## src/rtl/mc_ctrl_pkg.sv

```systemverilog
// rtl/mc_ctrl_pkg.sv - state, select and condition encodings plus condition evaluation
package mc_ctrl_pkg;

  typedef enum logic [3:0] {
    S_FETCH, S_DECODE, S_MEMADR, S_MEMREAD, S_MEMWB,
    S_MEMWRITE, S_EXECUTER, S_EXECUTEI, S_ALUWB, S_BRANCH
  } state_e;

  typedef enum logic [1:0] {
    ALU_ADD = 2'b00, ALU_SUB = 2'b01, ALU_AND = 2'b10, ALU_ORR = 2'b11
  } alu_ctrl_e;

  typedef enum logic [1:0] {
    RES_ALUOUT = 2'b00, RES_DATA = 2'b01, RES_ALURESULT = 2'b10
  } result_src_e;

  typedef enum logic [1:0] {
    SRCB_REG = 2'b00, SRCB_IMM = 2'b01, SRCB_FOUR = 2'b10
  } alu_src_b_e;

  typedef enum logic [3:0] {
    C_EQ, C_NE, C_CS, C_CC, C_MI, C_PL, C_VS, C_VC,
    C_HI, C_LS, C_GE, C_LT, C_GT, C_LE, C_AL, C_NV
  } cond_e;

  localparam logic [1:0] OP_DP  = 2'b00;
  localparam logic [1:0] OP_MEM = 2'b01;
  localparam logic [1:0] OP_BR  = 2'b10;
  localparam logic [3:0] RD_PC  = 4'hF;

  // flags are {N,Z,C,V}; the never code evaluates false
  function automatic logic cond_eval(input logic [3:0] cond, input logic [3:0] flags);
    logic n, z, c, v;
    {n, z, c, v} = flags;
    case (cond_e'(cond))
      C_EQ:    return z;
      C_NE:    return !z;
      C_CS:    return c;
      C_CC:    return !c;
      C_MI:    return n;
      C_PL:    return !n;
      C_VS:    return v;
      C_VC:    return !v;
      C_HI:    return c && !z;
      C_LS:    return !c || z;
      C_GE:    return n == v;
      C_LT:    return n != v;
      C_GT:    return !z && (n == v);
      C_LE:    return z || (n != v);
      C_AL:    return 1'b1;
      default: return 1'b0;
    endcase
  endfunction

endpackage

```

## src/rtl/multicycle_controller_if.sv

```systemverilog
// rtl/multicycle_controller_if.sv - instruction/flag inputs and control outputs between datapath and controller
interface multicycle_controller_if;
  logic [19:0] Instr;
  logic [3:0]  ALUFlags;
  logic        PCWrite;
  logic        RegWrite;
  logic        MemWrite;
  logic        IRWrite;
  logic        AdrSrc;
  logic        ALUSrcA;
  logic [1:0]  ALUSrcB;
  logic [1:0]  ResultSrc;
  logic [1:0]  ImmSrc;
  logic [1:0]  RegSrc;
  logic [1:0]  ALUControl;

  modport master (
    output Instr, ALUFlags,
    input  PCWrite, RegWrite, MemWrite, IRWrite, AdrSrc, ALUSrcA,
           ALUSrcB, ResultSrc, ImmSrc, RegSrc, ALUControl
  );

  modport slave (
    input  Instr, ALUFlags,
    output PCWrite, RegWrite, MemWrite, IRWrite, AdrSrc, ALUSrcA,
           ALUSrcB, ResultSrc, ImmSrc, RegSrc, ALUControl
  );
endinterface

```

## src/rtl/mc_condlogic.sv

```systemverilog
// rtl/mc_condlogic.sv - {N,Z,C,V} flags register and condition check against the stored flags
module mc_condlogic
  import mc_ctrl_pkg::*;
(
  input  logic       clk,
  input  logic       reset,
  input  logic [3:0] i_cond,
  input  logic [3:0] i_alu_flags,
  input  logic [1:0] i_flag_wr,
  output logic       o_cond_ex
);

  logic [3:0] r_flags;

  // i_flag_wr[1] loads N,Z; i_flag_wr[0] loads C,V
  always_ff @(posedge clk or posedge reset) begin
    if (reset) begin
      r_flags <= 4'b0000;
    end else begin
      if (i_flag_wr[1]) r_flags[3:2] <= i_alu_flags[3:2];
      if (i_flag_wr[0]) r_flags[1:0] <= i_alu_flags[1:0];
    end
  end

  assign o_cond_ex = cond_eval(i_cond, r_flags);

endmodule

```

## src/rtl/multicycle_controller.sv

```systemverilog
// rtl/multicycle_controller.sv - multicycle ARM-subset control FSM and ALU decode
// MC_NOWRITE_EN: adds CMP (Funct[4:1]=1010) as a flag-only SUB.
module multicycle_controller
  import mc_ctrl_pkg::*;
(
  input  logic                   clk,
  input  logic                   reset,
  multicycle_controller_if.slave bus
);

  state_e      r_state;
  logic [3:0]  w_cond;
  logic [1:0]  w_op;
  logic [5:0]  w_funct;
  logic [3:0]  w_rd;
  logic        w_cond_ex;
  alu_ctrl_e   w_alu_op;
  logic        w_alu_ok;
  logic        w_alu_cv;
  logic        w_alu_nowrite;
  logic        w_pc_write, w_reg_write, w_mem_write, w_ir_write;
  logic        w_adr_src, w_alu_src_a;
  alu_src_b_e  w_alu_src_b;
  result_src_e w_result_src;
  alu_ctrl_e   w_alu_control;
  logic [1:0]  w_flag_wr;
  logic        w_unused;

  assign w_cond   = bus.Instr[19:16];
  assign w_op     = bus.Instr[15:14];
  assign w_funct  = bus.Instr[13:8];
  assign w_rd     = bus.Instr[3:0];
  assign w_unused = &{1'b0, bus.Instr[7:4]};

  mc_condlogic u_cond (
    .clk         (clk),
    .reset       (reset),
    .i_cond      (w_cond),
    .i_alu_flags (bus.ALUFlags),
    .i_flag_wr   (w_flag_wr),
    .o_cond_ex   (w_cond_ex)
  );

  // unsupported opcodes execute as ADD but never write the register file or flags
  always_comb begin
    w_alu_op      = ALU_ADD;
    w_alu_ok      = 1'b1;
    w_alu_cv      = 1'b0;
    w_alu_nowrite = 1'b0;
    case (w_funct[4:1])
      4'b0100: begin w_alu_op = ALU_ADD; w_alu_cv = 1'b1; end
      4'b0010: begin w_alu_op = ALU_SUB; w_alu_cv = 1'b1; end
      4'b0000: w_alu_op = ALU_AND;
      4'b1100: w_alu_op = ALU_ORR;
`ifdef MC_NOWRITE_EN
      4'b1010: begin w_alu_op = ALU_SUB; w_alu_cv = 1'b1; w_alu_nowrite = 1'b1; end
`endif
      default: w_alu_ok = 1'b0;
    endcase
  end

  always_ff @(posedge clk or posedge reset) begin
    if (reset) begin
      r_state <= S_FETCH;
    end else begin
      case (r_state)
        S_FETCH:  r_state <= S_DECODE;
        S_DECODE: begin
          case (w_op)
            OP_MEM:  r_state <= S_MEMADR;
            OP_DP:   r_state <= w_funct[5] ? S_EXECUTEI : S_EXECUTER;
            OP_BR:   r_state <= S_BRANCH;
            default: r_state <= S_FETCH;
          endcase
        end
        S_MEMADR:               r_state <= w_funct[0] ? S_MEMREAD : S_MEMWRITE;
        S_MEMREAD:              r_state <= S_MEMWB;
        S_EXECUTER, S_EXECUTEI: r_state <= S_ALUWB;
        default:                r_state <= S_FETCH;
      endcase
    end
  end

  always_comb begin
    w_pc_write    = 1'b0;
    w_reg_write   = 1'b0;
    w_mem_write   = 1'b0;
    w_ir_write    = 1'b0;
    w_adr_src     = 1'b0;
    w_alu_src_a   = 1'b0;
    w_alu_src_b   = SRCB_REG;
    w_result_src  = RES_ALUOUT;
    w_alu_control = ALU_ADD;
    w_flag_wr     = 2'b00;
    case (r_state)
      S_FETCH: begin
        w_ir_write   = 1'b1;
        w_pc_write   = 1'b1;
        w_alu_src_a  = 1'b1;
        w_alu_src_b  = SRCB_FOUR;
        w_result_src = RES_ALURESULT;
      end
      S_DECODE: begin
        w_alu_src_a  = 1'b1;
        w_alu_src_b  = SRCB_FOUR;
        w_result_src = RES_ALURESULT;
      end
      S_MEMADR:  w_alu_src_b = SRCB_IMM;
      S_MEMREAD: w_adr_src   = 1'b1;
      S_MEMWB: begin
        w_result_src = RES_DATA;
        w_reg_write  = w_cond_ex;
      end
      S_MEMWRITE: begin
        w_adr_src   = 1'b1;
        w_mem_write = w_cond_ex;
      end
      S_EXECUTER, S_EXECUTEI: begin
        if (r_state == S_EXECUTEI) w_alu_src_b = SRCB_IMM;
        w_alu_control = w_alu_op;
        w_flag_wr[1]  = w_funct[0] && w_cond_ex && w_alu_ok;
        w_flag_wr[0]  = w_funct[0] && w_cond_ex && w_alu_ok && w_alu_cv;
      end
      S_ALUWB: begin
        if (w_rd == RD_PC) w_pc_write  = w_cond_ex && w_alu_ok && !w_alu_nowrite;
        else               w_reg_write = w_cond_ex && w_alu_ok && !w_alu_nowrite;
      end
      S_BRANCH: begin
        w_alu_src_b  = SRCB_IMM;
        w_result_src = RES_ALURESULT;
        w_pc_write   = w_cond_ex;
      end
      default: ;
    endcase
  end

  // reset holds the FSM in FETCH, so its unconditional writes must be masked here
  assign bus.PCWrite    = w_pc_write  && !reset;
  assign bus.RegWrite   = w_reg_write && !reset;
  assign bus.MemWrite   = w_mem_write && !reset;
  assign bus.IRWrite    = w_ir_write  && !reset;
  assign bus.AdrSrc     = w_adr_src;
  assign bus.ALUSrcA    = w_alu_src_a;
  assign bus.ALUSrcB    = w_alu_src_b;
  assign bus.ResultSrc  = w_result_src;
  assign bus.ALUControl = w_alu_control;
  assign bus.ImmSrc     = w_op;
  assign bus.RegSrc     = {w_op == OP_MEM, w_op == OP_BR};

endmodule

```

## src/flat_wrapper.sv

```systemverilog
// flat-port wrapper written by rule: the top's interface ports become plain ports
module multicycle_controller_flat import mc_ctrl_pkg::*;
  (clk, reset, bus_Instr, bus_ALUFlags, bus_PCWrite, bus_RegWrite, bus_MemWrite, bus_IRWrite, bus_AdrSrc, bus_ALUSrcA, bus_ALUSrcB, bus_ResultSrc, bus_ImmSrc, bus_RegSrc, bus_ALUControl);
  multicycle_controller_if bus_i ();
  input  logic clk;
  input  logic reset;
  input wire logic [$bits(bus_i.Instr)-1:0] bus_Instr;
  input wire logic [$bits(bus_i.ALUFlags)-1:0] bus_ALUFlags;
  output wire logic [$bits(bus_i.PCWrite)-1:0] bus_PCWrite;
  output wire logic [$bits(bus_i.RegWrite)-1:0] bus_RegWrite;
  output wire logic [$bits(bus_i.MemWrite)-1:0] bus_MemWrite;
  output wire logic [$bits(bus_i.IRWrite)-1:0] bus_IRWrite;
  output wire logic [$bits(bus_i.AdrSrc)-1:0] bus_AdrSrc;
  output wire logic [$bits(bus_i.ALUSrcA)-1:0] bus_ALUSrcA;
  output wire logic [$bits(bus_i.ALUSrcB)-1:0] bus_ALUSrcB;
  output wire logic [$bits(bus_i.ResultSrc)-1:0] bus_ResultSrc;
  output wire logic [$bits(bus_i.ImmSrc)-1:0] bus_ImmSrc;
  output wire logic [$bits(bus_i.RegSrc)-1:0] bus_RegSrc;
  output wire logic [$bits(bus_i.ALUControl)-1:0] bus_ALUControl;
  assign bus_i.Instr = bus_Instr;
  assign bus_i.ALUFlags = bus_ALUFlags;
  assign bus_PCWrite = bus_i.PCWrite;
  assign bus_RegWrite = bus_i.RegWrite;
  assign bus_MemWrite = bus_i.MemWrite;
  assign bus_IRWrite = bus_i.IRWrite;
  assign bus_AdrSrc = bus_i.AdrSrc;
  assign bus_ALUSrcA = bus_i.ALUSrcA;
  assign bus_ALUSrcB = bus_i.ALUSrcB;
  assign bus_ResultSrc = bus_i.ResultSrc;
  assign bus_ImmSrc = bus_i.ImmSrc;
  assign bus_RegSrc = bus_i.RegSrc;
  assign bus_ALUControl = bus_i.ALUControl;
  multicycle_controller u_core (.clk(clk), .reset(reset), .bus(bus_i));
endmodule
```

## config.mk

```make
export PLATFORM = sky130hd
export DESIGN_NAME = multicycle_controller_flat
export DESIGN_NICKNAME = d
export VERILOG_FILES = /design/src/rtl/mc_ctrl_pkg.sv /design/src/rtl/multicycle_controller_if.sv /design/src/rtl/mc_condlogic.sv /design/src/rtl/multicycle_controller.sv /design/src/flat_wrapper.sv
export SDC_FILE = /design/constraint.sdc
export NUM_CORES = 1
export LEC_CHECK = 0
export ABC_AREA = 1
export BUFFER_PORTS_ARGS = -buffer_cell sky130_fd_sc_hd__buf_2
export CAP_MARGIN = 20
export CORE_MARGIN = 2
export CORE_UTILIZATION = 35
export CTS_CLUSTER_DIAMETER = 40
export DETAILED_ROUTE_END_ITERATION = 7
export HOLD_SLACK_MARGIN = 0.03
export PLACE_DENSITY_LB_ADDON = 0.3
export SETUP_SLACK_MARGIN = 0.05
export SLEW_MARGIN = 20
export SYNTH_ARGS = -nofsm -noshare
export SYNTH_HDL_FRONTEND = slang
export SYNTH_HIERARCHICAL = 1
export SYNTH_SLANG_ARGS = --single-unit
export TNS_END_PERCENT = 100
```

## constraint.sdc

```tcl
create_clock -name clk -period 2.1 [get_ports clk]
set_input_delay 0.105 -clock clk [delete_from_list [all_inputs] [get_ports clk]]
set_output_delay 0.105 -clock clk [all_outputs]
set_load 0.005 [all_outputs]
```

==> metrics <==
DR pass1 iterations 4; slew margin rel. 0.794; Max VDD drop 0.647 mV; endpoints failing hold 0; PnR worst setup slack 247 ps; Die Y 52.0 um; post-cts resize count 0; largest net degree at the start of global routing 10; fin area 1040 um2; vias in the first global route 867; critical path startpoint u_core/u_cond/r_flags[0]$_DFFE_PP0P_; GRT Residual Overflow 0; core area 2190 um2; Die X-Extent 52.0 um; Max-cap violations 0; fraction of layout cells with a size suffix above 1 0.281; drt wl/cell 9.99 um; die area 2700 um2; post-layout util 0.473; Min Clock Period, post-route 1850 ps; post-DP HPWL 1730 um; fmax 540 MHz; gpl congestion 0.863; total CTS buffers 3; IO Pins 42; hold_buf cts 1; initial core utilization 0.368; DRC viols 0; max-slew violation count 0; Root Driver clkbuf_4; via count 1,028; Routed Wire Length 2060 um; Final ANT Viol Nets 0; H-tree depth 1; peak fanout along the critical path 3; WHS 72.9 ps; setup violators final 0; P&R area growth vs syn 28.6%; WP data arrival 1750 ps; sequential share of the synthesized area 0.248; CP Launch Type flip-flop; dpl ws 440 ps; Synthesized Nets 166; Yosys cell types 23; period utilisation layout 0.882; First DRT Iteration DRCs 50; CTS tree done; Nets 206; Hold Path Origin bus_ALUFlags[2]; Setup Buffers After CTS 0; Clk Latency, worst-skew pair 240 ps; CP Capture Type output pin; Sink Count 8; vias per inst 4.99; TNS Setup 0 ps; first-pass GRT wire length 3350 um; GRT Util Overall 0.160; Non-Filler Instances 206; Area after DPL 1000 um2; worst min path class primary input to flip-flop; Pleak 0.620 nW; Pwr Total 826 uW; pwr/cell area 797 nW/um2; Syn Inst Count 140; #FFs+latches synth 8; Clock Path Buffers 2; Mapped Area 806 um2; unrepaired setup endpoints after global routing false; Crit Path Class flip-flop to output pin; placed instance count 202; Ys Warns 6; initial antenna violation count 0; Worst R2R Start u_core/u_cond/r_flags[0]$_DFFE_PP0P_; number of fill cells 227; Clock Skews 1.81 ps; Antenna diodes 0; Std-Cell Rows 17; outcome finished clean; Worst-Margin Slew 308 ps; port bufs 37; WP data required 2000 ps; Avg Inst Size Synth 5.76 um2; clk slew on worst S/H paths 50 ps
## final cells by class
cell class                 instances  area [um2]  share of cell area
multi-input combinational        102         482               0.465
tap                               28        35.0              0.0338
timing repair buffer              38         195               0.188
sequential                         8         200               0.193
clock buffer                       3        22.5              0.0217
inverter                          27         101              0.0978
## cells in the mapped netlist
master / count / area, um2
o211ai_1: 2 / 15.0
buf_4: 3 / 22.5
o22ai_1: 1 / 6.26
and2_1: 2 / 12.5
nor2_2: 3 / 18.8
inv_2: 4 / 15.0
o21ai_0: 7 / 35.0
o31ai_1: 1 / 7.51
nand3_2: 1 / 10.0
o221ai_1: 1 / 8.76
nand3b_1: 1 / 7.51
nand4_1: 1 / 6.26
nor3_2: 1 / 10.0
a21oi_2: 1 / 8.76
nand3_1: 19 / 95.1
nand2_1: 38 / 143
nor2_1: 17 / 63.8
a21boi_0: 1 / 7.51
dfrtp_1: 8 / 200
a21oi_1: 3 / 15.0
inv_1: 23 / 86.3
o21ai_1: 1 / 5.00
nor2b_1: 1 / 6.26
## metal layers
layer	vias up	global-route usage	wire length (um)
met2	40	0.285	1050
li1	522	-	-
met4	0	0.0570	8
met3	2	0.0201	137
met1	464	0.194	857
met5	-	0	0
## registers in the layout, summed over array words and instances (netlist names)
name	cells
u_core/r_state	4
u_core/u_cond/r_flags	4
## cells in the final DEF (no fill, tap or decap)
| cell type | n |
|---|---|
| nand2_1 | 38 |
| buf_2 | 37 |
| inv_1 | 23 |
| nand3_1 | 19 |
| nor2_1 | 17 |
| dfrtp_1 | 8 |
| o21ai_0 | 7 |
| inv_2 | 4 |
| clkbuf_4 | 3 |
| nor2_2 | 3 |
| a21oi_1 | 3 |
| and2_1 | 2 |
| o211ai_1 | 2 |
| dlygate4sd3_1 | 1 |
| o22ai_1 | 1 |
| o221ai_1 | 1 |
| nand3b_1 | 1 |
| nor3_2 | 1 |
| o31ai_1 | 1 |
| nand4_1 | 1 |
| o21ai_1 | 1 |
| a21oi_2 | 1 |
| nor2b_1 | 1 |
| a21boi_0 | 1 |
| nand3_2 | 1 |
## kinds of logic (layout without fill, tap and decap cells)
kind of cell	count (synthesis)	count (layout)	synth area share
buffers and inverters	30	68	0.154
DFF	8	8	0.248
AOI/OAI and AO/OA	18	18	0.135
and+or+nand+nor	84	84	0.463
## worst paths after layout
path / to / slack, ps / cells after the start
min in group asynchronous: u_core/u_cond/r_flags[0]$_DFFE_PP0P_ / 320 / 3
hold reg to reg: u_core/u_cond/r_flags[1]$_DFFE_PP0P_ / 580 / 2
max in group asynchronous: u_core/r_state[3]$_DFF_PP0_ / 1600 / 3
setup / recovery: bus_PCWrite / 250 / 12
hold / removal: u_core/u_cond/r_flags[2]$_DFFE_PP0P_ / 70 / 3
setup reg to reg: u_core/u_cond/r_flags[0]$_DFFE_PP0P_ / 410 / 12
## power breakdown
part	internal, mW	switching (mW)
clock network	0.0651	0.0476
logic	0.190	0.276
registers	0.199	0.0490
total	0.454	0.372
## critical path, cell delays in order (launching register included)
cell and delay (ps):
dfrtp_1 390, inv_1 90, nand2_1 100, nand2_1 80, nand2_1 50, a21boi_0 160, nor2_1 70, nand3_2 80
inv_1 70, o21ai_1 130, inv_1 60, a21oi_2 120, buf_2 120
Note: power is estimated with default switching activity, not from simulation.
